==> src/rtl/hazard_flush_sequencer_pkg.sv <==
// Shared pipeline definitions for the hazard/redirect controller.
//   PIPE_REG_W   : register-specifier width used across the pipeline
//   hfs_state_e  : controller state encoding
//   hfs_strobe_t : bundle of stage-register enables and flushes
package hazard_flush_sequencer_pkg;

  localparam int unsigned PIPE_REG_W = 5;

  typedef enum logic [1:0] {
    ST_RUN      = 2'd0,
    ST_LU_HOLD  = 2'd1,
    ST_MEM_WAIT = 2'd2
  } hfs_state_e;

  typedef struct packed {
    logic pc_write;
    logic if_id_write;
    logic if_flush;
    logic id_flush;
    logic ex_flush;
  } hfs_strobe_t;

  localparam hfs_strobe_t STROBE_DEFAULT = '{pc_write: 1'b1, if_id_write: 1'b1,
                                              if_flush: 1'b0, id_flush: 1'b0,
                                              ex_flush: 1'b0};

endpackage

==> src/rtl/hazard_flush_sequencer_sat_counter.sv <==
// Saturating up-counter.
//   clk   : rising-edge clock
//   reset : synchronous, active-high clear
//   inc   : count enable for this cycle
//   count : current value; holds at all-ones
module sat_counter #(
  parameter int unsigned CNT_W = 16
) (
  input  logic             clk,
  input  logic             reset,
  input  logic             inc,
  output logic [CNT_W-1:0] count
);

  // Increment unless already at the ceiling, so the count never wraps.
  always_ff @(posedge clk) begin
    if (reset) begin
      count <= '0;
    end else if (inc && (count != {CNT_W{1'b1}})) begin
      count <= count + CNT_W'(1);
    end
  end

endmodule

==> src/rtl/hazard_flush_sequencer.sv <==
// Hazard and redirect controller for the 5-stage pipeline.
// Drives PC / IF-ID write enables and IF, ID, EX flush strobes for
// load-use stalls, branch/jump redirects and data-memory waits.
//   clk, reset        : clock, synchronous active-high reset
//   id_rs, id_rt      : source fields of the IF/ID instruction
//   id_uses_rt        : IF/ID instruction reads rt
//   ex_mem_read,ex_rt : ID/EX load and its destination
//   pc_src            : branch resolved taken in EX
//   jump              : jump decoded in ID
//   mem_busy          : MEM-stage access not yet complete
//   pc_write, if_id_write, if_flush, id_flush, ex_flush : strobes (combinational)
//   stall_cnt, redir_cnt : saturating performance counters
module hazard_flush_sequencer
  import hazard_flush_sequencer_pkg::*;
#(
  parameter int unsigned REG_W = PIPE_REG_W,
  parameter int unsigned CNT_W = 16
) (
  input  logic             clk,
  input  logic             reset,
  input  logic [REG_W-1:0] id_rs,
  input  logic [REG_W-1:0] id_rt,
  input  logic             id_uses_rt,
  input  logic             ex_mem_read,
  input  logic [REG_W-1:0] ex_rt,
  input  logic             pc_src,
  input  logic             jump,
  input  logic             mem_busy,
  output logic             pc_write,
  output logic             if_id_write,
  output logic             if_flush,
  output logic             id_flush,
  output logic             ex_flush,
  output logic [CNT_W-1:0] stall_cnt,
  output logic [CNT_W-1:0] redir_cnt
);

  hfs_state_e  state_q;
  hfs_state_e  state_d;
  logic        pend_br_q;
  logic        pend_br_d;
  logic        load_use;
  logic        lu_armed;
  logic        branch_hit;
  logic        stall_inc;
  logic        redir_inc;
  hfs_strobe_t strobe;

  // Load in EX writing a register the ID instruction reads; r0 never hazards.
  assign load_use = ex_mem_read && (ex_rt != '0) &&
                    ((ex_rt == id_rs) || (id_uses_rt && (ex_rt == id_rt)));

  // A branch taken while memory was busy is remembered until it can be applied.
  assign branch_hit = pc_src || pend_br_q;

  // LU_HOLD ignores load_use so each load produces exactly one bubble.
  always_comb begin
    lu_armed = 1'b1;
    case (state_q)
      ST_LU_HOLD: lu_armed = 1'b0;
      default:    lu_armed = 1'b1;
    endcase
  end

  // State register.
  always_ff @(posedge clk) begin
    if (reset) begin
      state_q   <= ST_RUN;
      pend_br_q <= 1'b0;
    end else begin
      state_q   <= state_d;
      pend_br_q <= pend_br_d;
    end
  end

  // Next-state logic; every state not frozen by memory is evaluated as RUN.
  always_comb begin
    state_d   = ST_RUN;
    pend_br_d = pend_br_q;
    if (mem_busy) begin
      state_d   = ST_MEM_WAIT;
      pend_br_d = pend_br_q || pc_src;
    end else if (branch_hit) begin
      pend_br_d = 1'b0;
    end else if (!jump && load_use && lu_armed) begin
      state_d = ST_LU_HOLD;
    end
  end

  // Strobe and counter-enable logic.
  always_comb begin
    strobe    = STROBE_DEFAULT;
    stall_inc = 1'b0;
    redir_inc = 1'b0;
    if (!reset) begin
      if (mem_busy) begin
        strobe.pc_write    = 1'b0;
        strobe.if_id_write = 1'b0;
      end else if (branch_hit) begin
        // Any jump this cycle is on the wrong path and is dropped.
        strobe.if_flush = 1'b1;
        strobe.id_flush = 1'b1;
        strobe.ex_flush = 1'b1;
        redir_inc       = 1'b1;
      end else if (jump) begin
        strobe.if_flush = 1'b1;
        redir_inc       = 1'b1;
      end else if (load_use && lu_armed) begin
        strobe.pc_write    = 1'b0;
        strobe.if_id_write = 1'b0;
        strobe.id_flush    = 1'b1;
      end
      stall_inc = !strobe.pc_write;
    end
  end

  assign pc_write    = strobe.pc_write;
  assign if_id_write = strobe.if_id_write;
  assign if_flush    = strobe.if_flush;
  assign id_flush    = strobe.id_flush;
  assign ex_flush    = strobe.ex_flush;

  sat_counter #(.CNT_W(CNT_W)) u_stall_cnt (
    .clk   (clk),
    .reset (reset),
    .inc   (stall_inc),
    .count (stall_cnt)
  );

  sat_counter #(.CNT_W(CNT_W)) u_redir_cnt (
    .clk   (clk),
    .reset (reset),
    .inc   (redir_inc),
    .count (redir_cnt)
  );

endmodule

==> config.mk <==
export PLATFORM = sky130hd
export DESIGN_NAME = hazard_flush_sequencer
export DESIGN_NICKNAME = d
export VERILOG_FILES = /design/src/rtl/hazard_flush_sequencer_pkg.sv /design/src/rtl/hazard_flush_sequencer_sat_counter.sv /design/src/rtl/hazard_flush_sequencer.sv
export SDC_FILE = /design/constraint.sdc
export NUM_CORES = 1
export LEC_CHECK = 0
export ABC_AREA = 1
export BUFFER_PORTS_ARGS = -buffer_cell sky130_fd_sc_hd__buf_2
export CAP_MARGIN = 10
export CORE_MARGIN = 3
export CORE_UTILIZATION = 53
export DETAILED_ROUTE_END_ITERATION = 12
export PLACE_DENSITY = 0.8
export SLEW_MARGIN = 10
export SYNTH_ARGS = -nofsm -noshare
export SYNTH_HDL_FRONTEND = slang
export SYNTH_SLANG_ARGS = --single-unit
==> constraint.sdc <==
create_clock -name clk -period 1.6 [get_ports clk]
set_input_delay 0.24 -clock clk [delete_from_list [all_inputs] [get_ports clk]]
set_output_delay 0.24 -clock clk [all_outputs]
set_load 0.01 [all_outputs]
# Word-level counts from Yosys, hierarchy flattened
# Index checks and enable logic that the tools add are counted.
# classes
addsub	2
n_eq_ne	5
mux	22
reduce_logical	15
# ops
cell	count
16-bit by 1-bit adder with 16-bit output, second input constant	2
16-bit != test, second input constant	2
2-bit 2-to-1 mux	7
1-bit 2-to-1 mux	13
5-bit == test	2
1-bit logical AND	8
5-bit 2-to-1 mux	1
5-bit nonzero test	1
3-bit 2-to-1 mux	1
3-bit OR reduction	1
2-bit by 1-bit == test with 1-bit output, second input constant	1
1-bit zero test	2
1-bit logical OR	2
2-bit nonzero test	1
# word_totals
regBits	35
input_bits	22
out_inout_bits	37
word_cells	49

# Depth between registers and ports, before layout
# depth
word_depth	13
ltp_mapped	13
ltp_nobuf	12

# Cells and area by module
# A second synthesis with hierarchy kept.
# unflattened
hier_cells	375
area_unflattened_um2	2229.6
# modules_own_cells
mod	n_inst	cells_each	area_per_inst_um2	seq_area_each_um2
sat_counter	2	149	929.6	320.3
hazard_flush_sequencer	1	77	370.4	60.1

# Worst setup path before layout
# OpenSTA, ideal clock, no wires.
# synth_timing
path_type	reg2reg
startpoint	register u_redir_cnt.count[0]
endpoint	register u_redir_cnt.count[12]
setup_ns	0.131
arrival_ns	1.447
required_time_ns	1.469
setup_slack_ns	0.023
path_stages_with_launch	9
n_path_buf	1
synth_period_minus_slack_ns	1.577
path_cell_list	dfxtp_1 -> ha_1 -> nand3_1 -> nor2_1 -> nand4_1 -> nand2_1 -> buf_4 -> o21ai_0 -> nor3b_2
# synth_between
elab_chain_len	2
elab_cells_between_ends	3
cone_classes	add/sub (1); eq/ne (1); reduce/logical (1)
# synth_rtl
element	line	text
from (decl)	hazard_flush_sequencer_sat_counter.sv:12	output logic [CNT_W-1:0] count
from (signal assigned)	hazard_flush_sequencer_sat_counter.sv:20	count <= count + CNT_W'(1);
branches (longest 2 deep; another with 16-bit by 1-bit adder with 16-bit output)	n/a	
# Parallel ways; which one is timed is not known.
# A chain may end at the register's enable or synchronous reset.

# Final worst setup path
# layout_timing
startpoint	register u_stall_cnt.count[1]
endpoint	register u_stall_cnt.count[6]
# layout_between
elab_chain_len	2
elab_cells_between_ends	3
cone_classes	add/sub (1); eq/ne (1); reduce/logical (1)
# layout_rtl
element	line
from (decl)	hazard_flush_sequencer_sat_counter.sv:12
from (signal assigned)	hazard_flush_sequencer_sat_counter.sv:20
branches (longest 2 deep; another with 16-bit by 1-bit adder with 16-bit output)	n/a
# Parallel ways; which one is timed is not known.

==> results.yml <==
status:
  status: "complete, but fails checks"
  failed_checks: "setup timing"
logic_synthesis:
  syn_nets: 387
  dominant_combinational_cell_family_by_area_after_synthesis: "simple AND/OR/NAND/NOR gates"
  seq_area_frac_synth: 0.313
  netlist_instances: 363
  yosysWarnings: 0
  synth_cell_type_count: 28
  synthesis.area_mm2: 0.00224
  synth_area_per_cell_um2: 6.16
  compound_cell_area_share_of_the_yosys_netlist: 0.0789
  muxShareOfSynthArea: 0
  ys_ff_latch: 35
  yosys.area_share.xor_xnor: 0.0235
  synth_simple_gate_area_share: 0.439
  yosys.area_share.adder: 0.0112
grt:
  maximum_number_of_pins_on_one_net_before_global_route_repair: 23
  grt.overflow.total: 0
  first_global_vias: 2092
  global_route_wire_length_before_repair_mm: 9.10
  initial_antenna_violation_count: 0
  grtUsageTotal: 0.217
clock_tree:
  clock-sinks: 35
  clock_tree.root_cell: "clkbuf_8"
  cts_max_level: 2
  tritoncts: "built"
  worst_setup_hold_path_clk_slew_ns: 0.08
  clkLatencyLatePin_ns: 0.29
  cts_max_path_buffers: 2
  holdBufCountCts: 0
  numCtsBuffers: 5
floorplan:
  floorplan.core_area_mm2: 0.00385
  design.die.area_mm2: 0.00503
  die_w_um: 71.0
  rows: 22
  die_ht_um: 71.0
  initial_core_util: 0.580
  floorplan.io_pins: 59
placed_design:
  placement.setup.worst_slack_ns: 0.0132
  gp_routability_congestion: 0.904
  place.detailed.instances: 484
  io_buffer_count: 58
  place_hpwl_mm: 4.25
critical_path:
  kind_of_critical_path: "flip-flop to flip-flop"
  r2r_cells: 12
  required_ns: 1.79
  critical_path.endpoint_type: "flip-flop"
  start_kind: "flip-flop"
  cp_data_arrival_time_ns: 1.81
  worst-path-max-fanout: 5
final_layout:
  finalNonFillerCells: 500
  area_of_combinational_cells_with_multiple_inputs_mm2: 0.00133
  drive_above_1_share: 0.321
  final_design_utilization: 0.780
  number_of_filler_instances_in_the_final_layout: 303
  n_antenna_cell: 0
  design.final.nets: 475
  seq_area_um2: 717
  layout-area-overhead-vs-synth_pct: 34.4
timing:
  setup_slack_ns: -0.0200
  final_max_slew_viol_count: 0
  setup_repair_after_global_routing_missed_its_margin: "true"
  setup_viol: 3
  relSlewSlack: 0.721
  fin_crit_ns: 1.62
  post-route-period-util: 1.01
  fmax_mhz: 617
  timing.final.hold_violations: 0
  timing.clock.skew_ns: 0.0143
  worst_slew_pin_slew_ns: 0.416
route:
  vias: 2539
  drt-vias-per-instance: 5.08
  final_wirelength_mm: 6.09
  wl_per_cell_um: 12.2
  dr.pass1.iters: 4
  route.antenna.remaining_nets: 0
  drc_errors: 0
  drt_iter0_drc: 221
job:
  cap_viol_max_count: 0
worst_hold_path:
  whs_path_depth: 2
  min-delay-path-class: "primary input to flip-flop"
power_and_ir_drop:
  power_per_unit_of_standard_cell_area_mw_per_mm2: 693
  max-vdd-ir-drop_mv: 0.730
  power.static_leakage_nw: 1.58
per-stage QoR:
step                      power, mW  hold slack (ns)  setup TNS [ns]  cell area, um2
after floorplan                1.04            0.312               0            2240
after global placement         1.11            0.424               0            2700
after detailed placement       1.12            0.418               0            2700
after CTS                      2.07            0.123               0            2850
after global routing           2.15            0.129          -0.960            3000
final                          2.08            0.128         -0.0342            3000
report_power, final:
part	internal, mW	switching [mW]
registers	0.882	0.0106
logic	0.0942	0.127
clock network	0.622	0.346
cell usage after synthesis:
cell type  count  area (um2)
a21oi_1       21         105
a21oi_2        1        8.76
a31oi_1        2        12.5
and3_1         1        6.26
and3_4         1        11.3
buf_4          4        30.0
buf_6          3        33.8
clkbuf_1       2        7.51
dfxtp_1       35         701
ha_1           2        25.0
inv_1         54         203
inv_2          7        26.3
nand2_1       99         372
nand2_2        5        31.3
nand3_1       28         140
nand3_2        2        20.0
nand3b_1       2        15.0
nand3b_4       1        20.0
nand4_1        6        37.5
nor2_1        49         184
nor2_2         2        12.5
nor2_4         3        33.8
nor3_1        15        75.1
nor3_2         1        10.0
nor3b_2        1        12.5
o21ai_0       10        50.1
xnor2_1        2        17.5
xor2_1         4        35.0
critical path: stages (launching register included):
cell	delay, ns
dfxtp_4	0.38
ha_4	0.14
nand2_2	0.05
inv_2	0.08
nand2_4	0.06
nor2_4	0.14
nand2_2	0.10
nor2_4	0.23
nor2_1	0.08
nand2_1	0.09
nand2_1	0.06
nand2_1	0.06
nor2_1	0.04
state kept, by name, summed over array words and instances, names as in the netlist:
name / cells
pend_br_q: 1
state_q: 2
u_redir_cnt.count: 16
u_stall_cnt.count: 16
path summary, 6_finish.rpt:
path	startpoint	end	slack [ns]
worst max-delay path	u_stall_cnt.count[1]	u_stall_cnt.count[6]	-0.02
worst min-delay path	mem_busy	state_q[0]	0.13
worst max register to register	u_stall_cnt.count[1]	u_stall_cnt.count[6]	-0.02
worst min register to register	u_redir_cnt.count[4]	u_redir_cnt.count[4]	0.47
cell usage in the layout, fill, tap and decap left out, types with 3 or more instances in the layout:
cell type,instances
buf_2,58
nor3_1,12
dfxtp_2,7
nand2_2,6
nand3_1,27
a21oi_1,20
inv_2,6
clkbuf_8,5
nand4_1,6
dfxtp_1,26
xor2_1,4
nand3_2,3
buf_4,29
nor2_1,45
nor2_2,4
nor3_2,3
nand2_1,96
nor2_4,5
inv_1,54
o21ai_0,9
final cells by class:
cell class | instances | share of cell area
tap | 48 | 0.0200
sequential | 35 | 0.239
multi-input combinational | 259 | 0.442
clock inverter | 3 | 0.0225
clock buffer | 5 | 0.0229
inverter | 61 | 0.0771
timing repair buffer | 89 | 0.177
kinds of logic (layout without fill, tap and decap cells):
| family | after synthesis | in the layout |
|---|---|---|
| and+or+nand+nor | 216 | 217 |
| buffers and inverters | 70 | 158 |
| DFF | 35 | 35 |
| AOI/OAI and AO/OA | 34 | 34 |
| xor gates and xnor gates | 6 | 6 |
| adders and majority gates | 2 | 2 |
layer usage:
layer | global-route usage | share of wire | vias to the layer above | routed length [um]
li1 | - | - | 1302 | -
met1 | 0.296 | 0.43 | 1134 | 2630
met2 | 0.348 | 0.48 | 96 | 2930
met3 | 0.0483 | 0.075 | 7 | 457
met4 | 0.0564 | 0.012 | 0 | 70
met5 | 0 | 0 | - | 0
what timing repair did:
item / CTS / global route
endpoints found under the setup margin: 3 / 32
resized for setup: 2 / 33
gates cloned: 0 / 1
pin swaps: 1 / 18
buffers inserted: 1 / 6
Power figures use the tool's default switching activity.
